--- config.mk ---
export PLATFORM = sky130hd
export DESIGN_NAME = mux8x1_rr_sched
export DESIGN_NICKNAME = d
export VERILOG_FILES = /design/src/rtl/mux8x1_pkg.sv /design/src/rtl/mux8x1.sv /design/src/rtl/mux8x1_rr_sched.sv
export SDC_FILE = /design/constraint.sdc
export NUM_CORES = 1
export LEC_CHECK = 0
export CORE_MARGIN = 2
export CORE_UTILIZATION = 30
export DETAILED_ROUTE_END_ITERATION = 12
export SYNTH_ARGS = -nofsm -noshare
export SYNTH_HDL_FRONTEND = slang
export SYNTH_SLANG_ARGS = --single-unit
export TNS_END_PERCENT = 30
--- constraint.sdc ---
create_clock -name CLK -period 3.3 [get_ports CLK]
set_clock_uncertainty 0.15 [all_clocks]
set_input_delay 0.33 -clock CLK [delete_from_list [all_inputs] [get_ports CLK]]
set_output_delay 0.33 -clock CLK [all_outputs]
set_load 0.01 [all_outputs]
--- src/rtl/mux8x1_pkg.sv ---
// mux8x1_pkg
// Shared definitions for the round-robin scheduled 8:1 mux.
//   state_t  : scheduler FSM states (IDLE = nobody owns the line,
//              GRANT = exactly one requester owns the line)
//   CNT_W    : width of the per-grant hold counter
//   rrPick() : round-robin winner search used by the scheduler
package mux8x1_pkg;

  typedef enum logic {
    IDLE  = 1'b0,
    GRANT = 1'b1
  } state_t;

  localparam int CNT_W = 4;

  // Returns the first requester at or after (last+1) mod 8, wrapping
  // around so that 'last' itself is the final candidate. The caller must
  // check that req is non-zero; with no requests this returns 'last'.
  function automatic logic [2:0] rrPick(input logic [7:0] req,
                                        input logic [2:0] last);
    logic [2:0] idx;
    logic [2:0] win;
    logic       found;
    win   = last;
    found = 1'b0;
    for (int k = 1; k <= 8; k++) begin
      idx = last + 3'(k);
      if (!found && req[idx]) begin
        win   = idx;
        found = 1'b1;
      end
    end
    return win;
  endfunction

endpackage

--- src/rtl/mux8x1.sv ---
// mux8x1
// Plain combinational 8:1 bit multiplexer.
//   S : 3-bit select
//   D : 8 data inputs, D[i] is input i
//   Y : selected data bit, D[S]
module mux8x1 (
  input  logic [2:0] S,
  input  logic [7:0] D,
  output logic       Y
);

  assign Y = D[S];

endmodule

--- src/rtl/mux8x1_rr_sched.sv ---
// mux8x1_rr_sched
// Shares one serial line among eight requesters. A round-robin scheduler
// grants the line to one requester at a time for at most HOLD consecutive
// cycles, and an 8:1 mux forwards the grantee's data onto Y.
//   HOLD  : max consecutive granted cycles per grant (legal 1..15)
//   CLK   : clock, all state changes on the rising edge
//   RST   : synchronous active-high reset
//   REQ   : request vector, REQ[i] = requester i wants the line
//   D     : data vector, D[i] = serial data of requester i
//   S     : registered select, index of current or last grantee
//   GNT   : registered one-hot grant, zero when nobody is granted
//   VALID : registered, high while a grant is active
//   Y     : shared line, D[S] while VALID, else 0 (combinational)
module mux8x1_rr_sched
  import mux8x1_pkg::*;
#(
  parameter int unsigned HOLD = 4
) (
  input  logic       CLK,
  input  logic       RST,
  input  logic [7:0] REQ,
  input  logic [7:0] D,
  output logic [2:0] S,
  output logic [7:0] GNT,
  output logic       VALID,
  output logic       Y
);

  // Counter value reached in the last cycle a grant may be kept.
  localparam logic [CNT_W-1:0] HOLD_LAST = CNT_W'(HOLD - 1);

  state_t           state_q, state_d;
  logic [CNT_W-1:0] holdCnt_q, holdCnt_d;
  logic [2:0]       last_q, last_d;
  logic [2:0]       sel_q, sel_d;
  logic [7:0]       gnt_q, gnt_d;
  logic             valid_q, valid_d;

  logic [2:0]       winner;
  logic             anyReq;
  logic             release_w;
  logic             muxY;

  assign winner    = rrPick(REQ, last_q);
  assign anyReq    = |REQ;
  // Dropping the request and running out of hold time are one release.
  assign release_w = !REQ[sel_q] || (holdCnt_q == HOLD_LAST);

  // Next-state logic. A new grant (from IDLE or at a release) always
  // restarts the hold counter and moves LAST to the winner, even when the
  // winner is the requester that just released.
  always_comb begin
    state_d   = state_q;
    holdCnt_d = holdCnt_q;
    last_d    = last_q;
    sel_d     = sel_q;
    gnt_d     = gnt_q;
    valid_d   = valid_q;

    unique case (state_q)
      IDLE: begin
        gnt_d   = 8'h00;
        valid_d = 1'b0;
        if (anyReq) begin
          state_d   = GRANT;
          sel_d     = winner;
          gnt_d     = 8'h01 << winner;
          valid_d   = 1'b1;
          holdCnt_d = '0;
          last_d    = winner;
        end
      end
      GRANT: begin
        if (release_w) begin
          if (anyReq) begin
            sel_d     = winner;
            gnt_d     = 8'h01 << winner;
            valid_d   = 1'b1;
            holdCnt_d = '0;
            last_d    = winner;
          end else begin
            state_d   = IDLE;
            gnt_d     = 8'h00;
            valid_d   = 1'b0;
            holdCnt_d = '0;
          end
        end else begin
          holdCnt_d = holdCnt_q + CNT_W'(1);
        end
      end
      default: begin
        state_d = IDLE;
      end
    endcase
  end

  // State registers. LAST resets to 7 so requester 0 wins first.
  always_ff @(posedge CLK) begin
    if (RST) begin
      state_q   <= IDLE;
      holdCnt_q <= '0;
      last_q    <= 3'd7;
      sel_q     <= 3'd0;
      gnt_q     <= 8'h00;
      valid_q   <= 1'b0;
    end else begin
      state_q   <= state_d;
      holdCnt_q <= holdCnt_d;
      last_q    <= last_d;
      sel_q     <= sel_d;
      gnt_q     <= gnt_d;
      valid_q   <= valid_d;
    end
  end

  mux8x1 u_mux (
    .S (sel_q),
    .D (D),
    .Y (muxY)
  );

  assign S     = sel_q;
  assign GNT   = gnt_q;
  assign VALID = valid_q;
  assign Y     = muxY & valid_q;

endmodule

Word level (Yosys, flattened, before mapping)
Index checks and enable logic that the tools add are counted.
Word-level totals
  flip-flop bits (word level): 20
  input port bits: 18
Cells by class
  equal/unequal tests: 3
  bitwise operators: 2
  shifts and indexed selects: 1
  $lt $le $gt $ge: 9
  reduce and logical (&&, ||, !) cells: 17
  add/subtract/negate cells: 8
  multiplexer cells: 52
Operators by type and width (count)
  less-than comparator 3 x 4 -> 1 bit (second input constant): 9
  2-to-1 mux 3 bit: 12
  binary-select mux 1 bit (select 3 bit): 10
  2-to-1 mux 1 bit: 20
  2-to-1 mux 8 bit: 2
  one-hot mux 8 bit (2 select lines): 1
  adder 3 bit (second input constant): 4
  one-hot mux 3 bit (2 select lines): 2
  zero test 1 bit: 8
  2-to-1 mux 4 bit: 2
  one-hot mux 4 bit (2 select lines): 1
  OR reduction 8 bit: 1
  << shifter 1 x 3 -> 8 bit (first input constant): 1
  logical AND 1 bit: 7
  adder 3 x 2 -> 3 bit (second input constant): 2
  adder 4 x 1 -> 4 bit (second input constant): 1
  equality test 4 x 2 -> 1 bit (second input constant): 1
  one-hot mux 1 bit (2 select lines): 2
  adder 3 x 1 -> 3 bit (second input constant): 1
  != test 2 x 1 -> 1 bit (second input constant): 1
  != test 2 bit (second input constant): 1
  bitwise AND 1 bit: 1
  logical OR 1 bit: 1
  NOT 1 bit: 1

Depth between registers and ports, before layout
Gate-level depths: netlist of the first run.
  depth after elaboration: 29
  gate-level depth with buffers: 13
  depth with buffers taken out: 10

Cells and area by module
Synthesis of the first run repeated with hierarchy kept, for this count alone.
Second synthesis, totals
  cell total of the unflattened synthesis: 224
  area, all modules: 2154.6 um^2
Modules (own cells, without submodules)
  mux8x1_rr_sched: instances 1, cells an instance 221, area each 2090.8 um^2
  mux8x1: instances 1, cells an instance 3, area each 63.8 um^2

Least setup slack after synthesis of the first run
No wires, ideal clock.
  path type: register to register
  start point: register last_q[1]
  end point: register gnt_q[5] (netlist: GNT[5])
  library setup time: 0.070 ns
  buffers on the path: 2
  path slack: -0.206 ns
  period minus slack after synthesis: 3.506 ns
  required time: 3.080 ns
  stages on the path, launching flop included: 13
  data arrival time: 3.286 ns
  path through: dfxtp_1 > buf_2 > inv_1 > ha_1 > buf_6 > mux2_1 > mux4_2 > or2_0 > a22oi_1 > o221a_2 > o22ai_2 > or4b_1 > a21oi_1
Between the ends
  longest elaborated chain between the ends: 29
  elaborated cells on any way between the ends: 56
  classes of those cells: add/sub: 7; shift: 1; mux: 34; reduce/logical: 14
RTL lines
  from (decl): RTL line mux8x1_rr_sched.sv:34  | logic [2:0] last_q, last_d;
  from (signal assigned): RTL line mux8x1_rr_sched.sv:109  | last_q <= last_d;
  adder 3 x 1 -> 3 bit: RTL line mux8x1_pkg.sv:27  | idx = last + 3'(k);
  binary-select mux 1 bit (select 3 bit): RTL line mux8x1_pkg.sv:28  | if (!found && req[idx]) begin
  2-to-1 mux 1 bit (not written as such): RTL line mux8x1_pkg.sv:28
  2-to-1 mux 1 bit: RTL line mux8x1_pkg.sv:28
  zero test 1 bit: RTL line mux8x1_pkg.sv:28
  logical AND 1 bit: RTL line mux8x1_pkg.sv:28
  2-to-1 mux 1 bit: RTL line mux8x1_pkg.sv:28
  zero test 1 bit: RTL line mux8x1_pkg.sv:28
  [... 13 more ...]
  2-to-1 mux 1 bit: RTL line mux8x1_pkg.sv:28
  zero test 1 bit: RTL line mux8x1_pkg.sv:28
  logical AND 1 bit: RTL line mux8x1_pkg.sv:28
  2-to-1 mux 3 bit (*): RTL line mux8x1_pkg.sv:28
  << shifter 1 x 3 -> 8 bit (*): RTL line mux8x1_rr_sched.sv:67, mux8x1_rr_sched.sv:77
  2-to-1 mux 8 bit (*): RTL line mux8x1_rr_sched.sv:64, mux8x1_rr_sched.sv:75
  2-to-1 mux 8 bit: RTL line mux8x1_rr_sched.sv:74  | if (release_w) begin
  one-hot mux 8 bit (2 select lines) (*): RTL line mux8x1_rr_sched.sv:60  | unique case (state_q)
  to (signal assigned): RTL line mux8x1_rr_sched.sv:111  | gnt_q <= gnt_d;
  to (decl): RTL line mux8x1_rr_sched.sv:36  | logic [7:0] gnt_q, gnt_d;
Mark *: on every way between the ends. The rest lies on a longest branch, timed or not. The select of a mux whose other input is x is not followed.
A chain may end at the register's enable or synchronous reset.

Worst setup path after layout of the first run
Ends and elaborated chain as after synthesis.

==> impl_metrics.yaml, run 1 <==
outcome:
  outcome: "finished clean"
sta:
  hold_viol: 0
  slew_viol_final: 0
  fin_crit_sh: 0.9518
  fin_crit_ns: 3.141
  worst_slew_margin_rel: 0.6347
  timing.fmax_ghz: 0.3184
  setup_viol: 0
  rsz0062_at_grt: "false"
  final.setup.tns_ns: 0
  worst_pin_slew_ns: 0.5463
cells_and_area:
  fin_cells: 365
  fin_area_um2: 2774
  antennaDiodeCount: 0
  drive_gt1_frac: 0.3193
  area_delta_synth_final_pct: 34.53
  fillers: 637
  nNetsFinal: 307
cts:
  cts-buffers-inserted: 3
  cts.reportedPaths.clkPinSlew_ns: 0.08
  root_buffer: "clkbuf_8"
  cts.path.max_buffers: 2
  htree_levels: 1
  clk_latency_ns: 0.27
  cts_tree: "done"
  cts.sinks: 20
worst_hold_path:
  worstHoldStart: "GNT[7]$_SDFFE_PP0N_"
  holdPathStages: 2
  min-delay-path-class: "flop to flop"
  hold_end: "GNT[7]$_SDFFE_PP0N_"
setup_path:
  r2r_cells: 10
  path_class: "flop to flop"
  endpoint_kind: "flop"
  r2r_end: "GNT[5]$_SDFFE_PP0N_"
  rr_startpoint: "last_q[1]$_SDFFE_PP1P_"
  start_kind: "flop"
  arrival_ns: 3.19
  r2r_setup_slack_ns: 0.16
  cp_max_fo: 8
  worstPathRequired_ns: 3.35
die:
  pin_count: 31
  start_util: 0.3069
  num_rows: 30
  core-area_um2: 6719
  die_y_um: 86.91
  dieArea_um2: 7552
  die_w_um: 86.91
global_routing:
  grt_util_all_layers: 0.1538
  antenna_found_initial: 0
  grt_pass1_wl_um: 9342
  grt_pass1_vias: 1948
  grt_max_degree: 16
  gr-total-overflow: 0
synth:
  synth_common_cells: "a21oi_1, nor2_1, dfxtp_1"
  synth_edf_count: 0
  syn_nets: 244
  ys.flop_type: "dfxtp_1"
  async_reset_ff_frac: 0
  ys_seq_area_frac: 0.1942
  synth.area.top_cells: "mux4_2, dfxtp_1, a21oi_1, mux2i_1, mux2_2"
  syn_area_um2: 2062
  netlist.top_cell.by_area: "mux4_2"
  synth_top_cell_area_share: 0.1966
  syn_area_per_cell_um2: 9.247
  ys_ff_latch: 20
  postSynthCellCount: 223
  synth_cell_types: 59
  yosysWarnings: 0
route:
  via_count: 1995
  avgRoutedWirePerCell_um: 15.38
  via_per_inst: 5.466
  wirelength_um: 5613
  final_antenna_net_count: 0
  dr.pass1.iters: 4
  drc: 0
  drt_first_iter_violations: 125
placed_design:
  numPlacedInstances: 356
  place_congestion: 0.8663
  placed_area_um2: 2648
  io_buffers: 30
  dp_hpwl_um: 4394
flow_run:
  maxCapViolations: 0
power:
  pwr_density_cell_nw_per_um2: 1145
  vdd_ir_drop_max_v: 0.0004682
  p_leak_nw: 1.056
==> worst max-delay path, stage by stage (launching register included) <==
cell	delay (ns)
dfxtp_2	0.35
inv_2	0.06
ha_4	0.33
mux2_1	0.34
mux4_2	0.51
or2_0	0.21
a22oi_1	0.14
o221a_2	0.24
o22ai_2	0.09
or4b_1	0.52
a21oi_2	0.12
==> flip-flops by register name, summed over array words and instances (netlist names) <==
register / cells
VALID: 1
state_q: 1
last_q: 3
GNT: 8
S: 3
holdCnt_q: 4
==> worst max-delay path by stage <==
stage / start / to / cells after the start
final: last_q[1]$_SDFFE_PP1P_ / GNT[5]$_SDFFE_PP0N_ / 10
after global routing: last_q[1]$_SDFFE_PP1P_ / GNT[5]$_SDFFE_PP0N_ / 10
after CTS: last_q[0]$_SDFFE_PP1P_ / GNT[5]$_SDFFE_PP0N_ / 10
after detailed placement: REQ[1] / GNT[5]$_SDFFE_PP0N_ / 10
after global placement: REQ[1] / GNT[5]$_SDFFE_PP0N_ / 10
after floorplan: last_q[1]$_SDFFE_PP1P_ / GNT[5]$_SDFFE_PP0N_ / 12
==> power breakdown <==
group          switching (mW)  internal [mW]  leakage (nW)
Combinational            1.22           1.34         0.857
Clock                  0.0865          0.162        0.0357
Sequential             0.0554          0.314         0.164
Total                    1.36           1.82          1.06
==> cell usage in the layout, fill, tap and decap left out, drive strengths merged, types with 2 or more instances in the layout <==
master and n:
clkdlybuf4s50 30, o2bb2ai 2, nand2 15, nand3 7
nor2 22, buf 43, a22o 3, or2 3
nor3 3, o21a 3, nor4 3, inv 9
clkbuf 3, and2 2, nand4 2, ha 3
o21ai 11, a211oi 3, xor2 2, mux2 10
a22oi 2, o22ai 2, or3 2, xnor2 3
a32o 4, dfxtp 20, a21oi 21, nor2b 2
o211ai 3, mux4 19, a31oi 2, mux2i 10
nand2b 4
==> final cells by class <==
type,instances,area (um^2),share of cell area
multi-input combinational,178,1529,0.5512
timing repair buffer,73,630.6,0.2273
sequential,20,402.9,0.1452
tap,80,100.1,0.03608
clock buffer,3,41.29,0.01488
inverter,10,40.04,0.01443
clock inverter,1,30.03,0.01083
==> per-stage QoR <==
step	total power, mW	hold slack (ns)	util	setup WS, ns
after CTS	3.075	0.3150	0.4047	0.06684
after global routing	3.419	0.3215	0.4128	0.01120
after floorplan	2.010	0.3050	-	0.01073
after detailed placement	2.814	0.3031	0.3940	0.02484
final	3.176	0.3102	0.4128	0.1589
after global placement	2.801	0.3024	0.3940	0.01219
==> metal layers <==
| metal | share of wire | global-route usage | wire length (um) |
|---|---|---|---|
| met2 | 0.48 | 0.2554 | 2671 |
| met4 | 0.0091 | 0.02841 | 51 |
| met5 | 0 | 0 | 0 |
| met1 | 0.48 | 0.2139 | 2667 |
| met3 | 0.040 | 0.02275 | 223 |
==> logic make-up (layout without fill, tap and decap cells) <==
| family | count (synthesis) | in the layout | synth area share |
|---|---|---|---|
| flops | 20 | 20 | 0.1942 |
| fa+ha+maj | 3 | 3 | 0.01821 |
| mux | 39 | 39 | 0.3143 |
| xor+xnor | 5 | 5 | 0.02124 |
| buf+inv | 25 | 87 | 0.07463 |
| compound gates | 65 | 65 | 0.2239 |
| simple gates | 66 | 66 | 0.1535 |
==> what timing repair did <==
item	in CTS	in global routing
setup buffers	0	5
hold buffers	0	0
resized for setup	0	8
endpoints found under the setup margin	0	5
No activity file was read; power rests on OpenSTA's default activity.
==> inputs of run 2 (changes only) <==
Settings changed: ABC_AREA from default to 1, CORE_UTILIZATION 30 to 48, CTS_CLUSTER_SIZE from default to 10, PLACE_DENSITY from default to 0.77.
==> run 2 against run 1 <==
  * First-iteration DRC count rose by 11%
  * Clock power shrank 19%
  * Area after synthesis down 16%
  * Non-clock buffer count shrank 41
  * Largest cell class unchanged
  * Setup slack better by 0.45 ns
  * Utilization rose by 21 points
  * Critical path type unchanged
  * Sequential power rose by 1%
  * Total power shrank 20%
  * Register-to-register slack gained 0.45 ns
  * Sequential share of layout area increased by 4.4 points
  * Critical path depth is 8 higher
==> impl_metrics.yaml, run 2 <==
outcome:
  outcome: "finished clean"
route:
  drt_first_iter_violations: 139
  dr.pass1.iters: 5
  final_antenna_net_count: 0
  via_per_inst: 5.119
  drc: 0
  via_count: 1848
  wirelength_um: 4147
  avgRoutedWirePerCell_um: 11.49
global_routing:
  antenna_found_initial: 0
  gr-total-overflow: 0
  grt_pass1_wl_um: 7120
  grt_pass1_vias: 1694
  grt_max_degree: 15
  grt_util_all_layers: 0.2129
sta:
  fin_crit_ns: 2.688
  worst_slew_margin_rel: 0.6465
  fin_hold_ws_ns: 0.3270
  rsz0062_at_grt: "false"
  fin_crit_sh: 0.8146
  worst_pin_slew_ns: 0.5286
  final.setup.tns_ns: 0
  hold_viol: 0
  timing.fmax_ghz: 0.3720
  slew_viol_final: 0
  setup_viol: 0
  postLayoutSetupSlackWorst_ns: 0.6119
cells_and_area:
  antennaDiodeCount: 0
  nNetsFinal: 337
  largest_register_ffs: 8
  final_cell_mix: "nand2_1, nor2_1, nand3_1, clkdlybuf4s50_1, inv_1"
  layout_commonest_cell: "nand2_1"
  drive_gt1_frac: 0.1206
  area_delta_synth_final_pct: 21.94
  final_core_utilization: 0.6209
  fin_cells: 361
  fin_area_um2: 2121
synth:
  yosysWarnings: 0
  async_reset_ff_frac: 0
  synth_common_cells: "nand2_1, nor2_1, nand3_1"
  synth_cell_types: 34
  ys_ff_latch: 20
  syn_area_um2: 1739
  yosys.cell_count.top_type: "nand2_1"
  synth.area.top_cells: "dfxtp_1, nand2_1, nand3_1, nor2_1, inv_1"
  syn_nets: 306
  netlist.top_cell.by_area: "dfxtp_1"
  synth_top_cell_area_share: 0.2302
  syn_area_per_cell_um2: 6.102
  postSynthCellCount: 285
  ys.flop_type: "dfxtp_1"
  synth_edf_count: 0
  ys_seq_area_frac: 0.2302
power:
  pwr-share-seq: 0.146
  p_comb_frac: 0.775
  vdd_ir_drop_max_v: 0.0006138
  power_mw: 2.554
  p_clk_frac: 0.079
  pwr_density_cell_nw_per_um2: 1204
  p_leak_nw: 0.9901
  p_sw_frac: 0.5696
  p_int_mw: 1.099
  p_switching_mw: 1.455
cts:
  cts.reportedPaths.clkPinSlew_ns: 0.12
  cts-buffers-inserted: 3
  cts.sinks: 20
  cts_hold_buf: 0
  root_buffer: "clkbuf_4"
  cts.path.max_buffers: 2
  cts_setup_buffers: 0
  clk_latency_ns: 0.30
  cts_tree: "done"
  htree_levels: 1
  ctsResizeCount: 0
setup_path:
  cp_max_fo: 14
  start_kind: "flop"
  critPathLaunch: "last_q[0]$_SDFFE_PP1P_"
  rr_startpoint: "last_q[0]$_SDFFE_PP1P_"
  endpoint_kind: "flop"
  path_class: "flop to flop"
  arrival_ns: 2.72
  worstPathRequired_ns: 3.33
die:
  pin_count: 31
  dieArea_um2: 4121
  core-area_um2: 3416
  num_rows: 21
  start_util: 0.5092
  die_y_um: 64.20
  die_w_um: 64.20
placed_design:
  dp_hpwl_um: 3289
  pre_cts_ws_ns: 0.6645
  place_congestion: 0.9630
  numPlacedInstances: 357
  io_buffers: 30
  placed_area_um2: 2068
worst_hold_path:
  worstHoldStart: "GNT[3]$_SDFFE_PP0N_"
  min-delay-path-class: "flop to flop"
flow_run:
  maxCapViolations: 0
[run 2: cell count changes after synthesis, sizes merged, moves of 4 or more]
cell / change
nand2: +72
nand4: +4
a32o: -4
a21oi: -14
mux2: -10
nand2b: -4
mux4: -19
buf: -7
mux2i: -10
inv: +25
nor2: +23
nand3: +38
[run 2: worst paths after layout]
path | depth (start not counted) | end | slack (ns)
worst max-delay path | 18 | GNT[5]$_SDFFE_PP0N_ | 0.61
worst min-delay path | 2 | GNT[3]$_SDFFE_PP0N_ | 0.33
worst max register to register | 18 | GNT[5]$_SDFFE_PP0N_ | 0.61
worst min register to register | 2 | GNT[3]$_SDFFE_PP0N_ | 0.33
[run 2: final cells by class]
type,instances,area (um^2)
tap,46,57.56
fill,338,1295
timing repair buffer,32,315.3
multi-input combinational,224,1164
clock buffer,3,22.52
sequential,20,400.4
inverter,35,131.4
clock inverter,1,30.03
[run 2: power by group through the flow]
stage / registers [mW] / logic, mW / clock network (mW)
floorplan: 0.356 / 1.58 / 0
global placement: 0.376 / 1.95 / 0
detailed placement: 0.378 / 1.96 / 0
CTS: 0.373 / 1.96 / 0.205
global route: 0.381 / 2.23 / 0.216
finish: 0.373 / 1.98 / 0.202
[run 2: logic make-up after synthesis]
kind of cell    count (synthesis)  share of synthesized area
buf+inv                        41                     0.1007
flops                          20                     0.2302
xor+xnor                        5                    0.04030
fa+ha+maj                       3                    0.02159
compound gates                 31                     0.1058
simple gates                  185                     0.5014
[run 2: routing by layer]
metal	track usage	vias up	part of all wire	routed length, um
met5	0	-	0	0
met4	0.02394	0	0.0065	27
met3	0.03169	4	0.059	243
met2	0.3893	64	0.47	1960
met1	0.2711	795	0.46	1916
li1	-	985	-	-
[run 2: critical path, stage by stage, from the launching register on]
cell,delay [ns]
dfxtp_1,0.34
inv_2,0.23
ha_1,0.38
inv_2,0.15
nand3_1,0.10
nand2_1,0.10
nand2_1,0.07
nand2_2,0.14
nand3_4,0.11
nor2_8,0.13
nand4_4,0.11
nand2_1,0.10
inv_2,0.03
nand2_2,0.06
nand2_1,0.06
nand2_2,0.10
nor2_1,0.06
nor2_1,0.08
nor2_1,0.05
==> inputs of run 3 (changes only) <==
Settings changed: CORE_UTILIZATION 48 to 53, PLACE_DENSITY 0.77 to 0.8.
Clock period 3.3 ns to 2.8 ns, I/O delays scaled along.
==> run 3 against run 2 <==
  * Register-to-register slack worse by 0.26 ns
  * Critical path type is now flop to output port
  * Cell area increased by 1.4%
  * Clock power increased by 17%
  * Count of clock-buffer cells in the layout did not move
  * Global-route usage is 2.5 points higher
  * Sequential share of layout area decreased by 0.26 points
  * Utilization up 7.8 points
  * Critical path depth down 12
  * Non-clock buffer count grew 4
  * Worst hold slack got worse by 0.0070 ns
  * Critical endpoint is now Y
  * First-iteration DRC count did not move
==> impl_metrics.yaml, run 3 (synthesized netlist as in run 2, its figures left out) <==
power:
  p_leak_nw: 1.007
  vdd_ir_drop_max_v: 0.0006278
  pwr_density_cell_nw_per_um2: 1423
cts:
  cts.reportedPaths.clkPinSlew_ns: 0.12
  ctsResizeCount: 0
  cts_hold_buf: 0
  root_buffer: "clkbuf_4"
  cts.path.max_buffers: 2
  cts-buffers-inserted: 3
  cts_setup_buffers: 0
  cts_tree: "done"
  clk_latency_ns: 0.31
  cts.sinks: 20
  htree_levels: 1
sta:
  hold_viol: 0
  slew_viol_final: 0
  fin_crit_sh: 0.9047
  rsz0062_at_grt: "false"
  setup_viol: 0
  worst_slew_margin_rel: 0.6588
  fin_crit_ns: 2.533
  final.setup.tns_ns: 0
  timing.fmax_ghz: 0.3948
  worst_pin_slew_ns: 0.5111
route:
  wirelength_um: 4235
  dr.pass1.iters: 7
  drt_first_iter_violations: 139
  drc: 0
  final_antenna_net_count: 0
  via_count: 1912
  via_per_inst: 5.267
  avgRoutedWirePerCell_um: 11.67
cells_and_area:
  final_cell_mix: "nand2_1, nor2_1, nand3_1, clkdlybuf4s50_1, inv_1"
  largest_register_ffs: 8
  seq_area_um2: 400.4
  fin_area_um2: 2151
  antennaDiodeCount: 0
  nNetsFinal: 341
  layout_commonest_cell: "nand2_1"
  fillers: 294
  final_core_utilization: 0.6988
  drive_gt1_frac: 0.1348
  area_delta_synth_final_pct: 23.67
  multi_input_area_um2: 1166
setup_path:
  cp_max_fo: 11
  critPathLaunch: "S[0]$_SDFFE_PP0P_"
  endpoint_kind: "output port"
  start_kind: "flop"
  path_class: "flop to output port"
  arrival_ns: 2.10
  worstPathRequired_ns: 2.37
  rr_startpoint: "last_q[0]$_SDFFE_PP1P_"
die:
  die_y_um: 61.29
  dieArea_um2: 3756
  pin_count: 31
  die_w_um: 61.29
  start_util: 0.5650
  num_rows: 20
  core-area_um2: 3078
placed_design:
  io_buffers: 30
  placed_area_um2: 2096
  dp_hpwl_um: 3350
  place_congestion: 0.9624
global_routing:
  gr-total-overflow: 0
  met1_usage: 0.3321
  antenna_found_initial: 0
  grt_max_degree: 15
  met3_usage: 0.03992
  grt_util_all_layers: 0.2381
  top_usage_layer: "met2"
  grt_pass1_vias: 1585
  grt_pass1_wl_um: 6879
  grt_use_met2: 0.3997
worst_hold_path:
  worstHoldStart: "GNT[2]$_SDFFE_PP0N_"
  min-delay-path-class: "flop to flop"
outcome:
  outcome: "finished clean"
flow_run:
  maxCapViolations: 0
## run 3: power breakdown
group          switching, mW  internal [mW]  total [mW]
Clock                 0.0927          0.145       0.237
Sequential            0.0806          0.358       0.439
Combinational           1.56          0.820        2.38
Total                   1.74           1.32        3.06
## run 3: worst max-delay path, stage by stage (launching register included)
cell and delay, ns:
dfxtp_1 0.58, inv_1 0.21, o21ai_0 0.20, o22ai_1 0.11, o21ai_0 0.15, a31oi_1 0.06
clkdlybuf4s50_1 0.48
## run 3: worst paths after layout
check / endpoint / slack, ns / cells after the start
setup / recovery: Y / 0.27 / 6
hold / removal: GNT[2]$_SDFFE_PP0N_ / 0.32 / 2
setup reg to reg: GNT[1]$_SDFFE_PP0N_ / 0.35 / 17
hold reg to reg: GNT[2]$_SDFFE_PP0N_ / 0.32 / 2
## run 3: cell type report
class / instances / area share
Clock buffer: 3 / 0.01047
Clock inverter: 1 / 0.01396
Inverter: 35 / 0.06108
Multi-Input combinational cell: 224 / 0.5422
Sequential cell: 20 / 0.1862
Tap cell: 44 / 0.02560
Timing Repair Buffer: 36 / 0.1606
## run 3: metrics by stage
stage | power (mW) | std cells | hold WS (ns) | setup WS (ns)
2_1_floorplan | 2.281 | 285 | 0.1991 | 0.3265
3_3_place_gp | 2.762 | 359 | 0.3041 | 0.3267
3_5_place_dp | 2.787 | 359 | 0.3066 | 0.3129
4_1_cts | 3.039 | 363 | 0.3246 | 0.2583
5_1_grt | 3.387 | 363 | 0.3455 | 0.04517
6_report | 3.060 | 363 | 0.3200 | 0.2669
## run 3: layer usage
| metal | vias to the layer above | share of wire |
|---|---|---|
| met4 | 0 | 0.0019 |
| li1 | 990 | - |
| met1 | 845 | 0.47 |
| met5 | - | 0 |
| met2 | 73 | 0.46 |
| met3 | 4 | 0.060 |
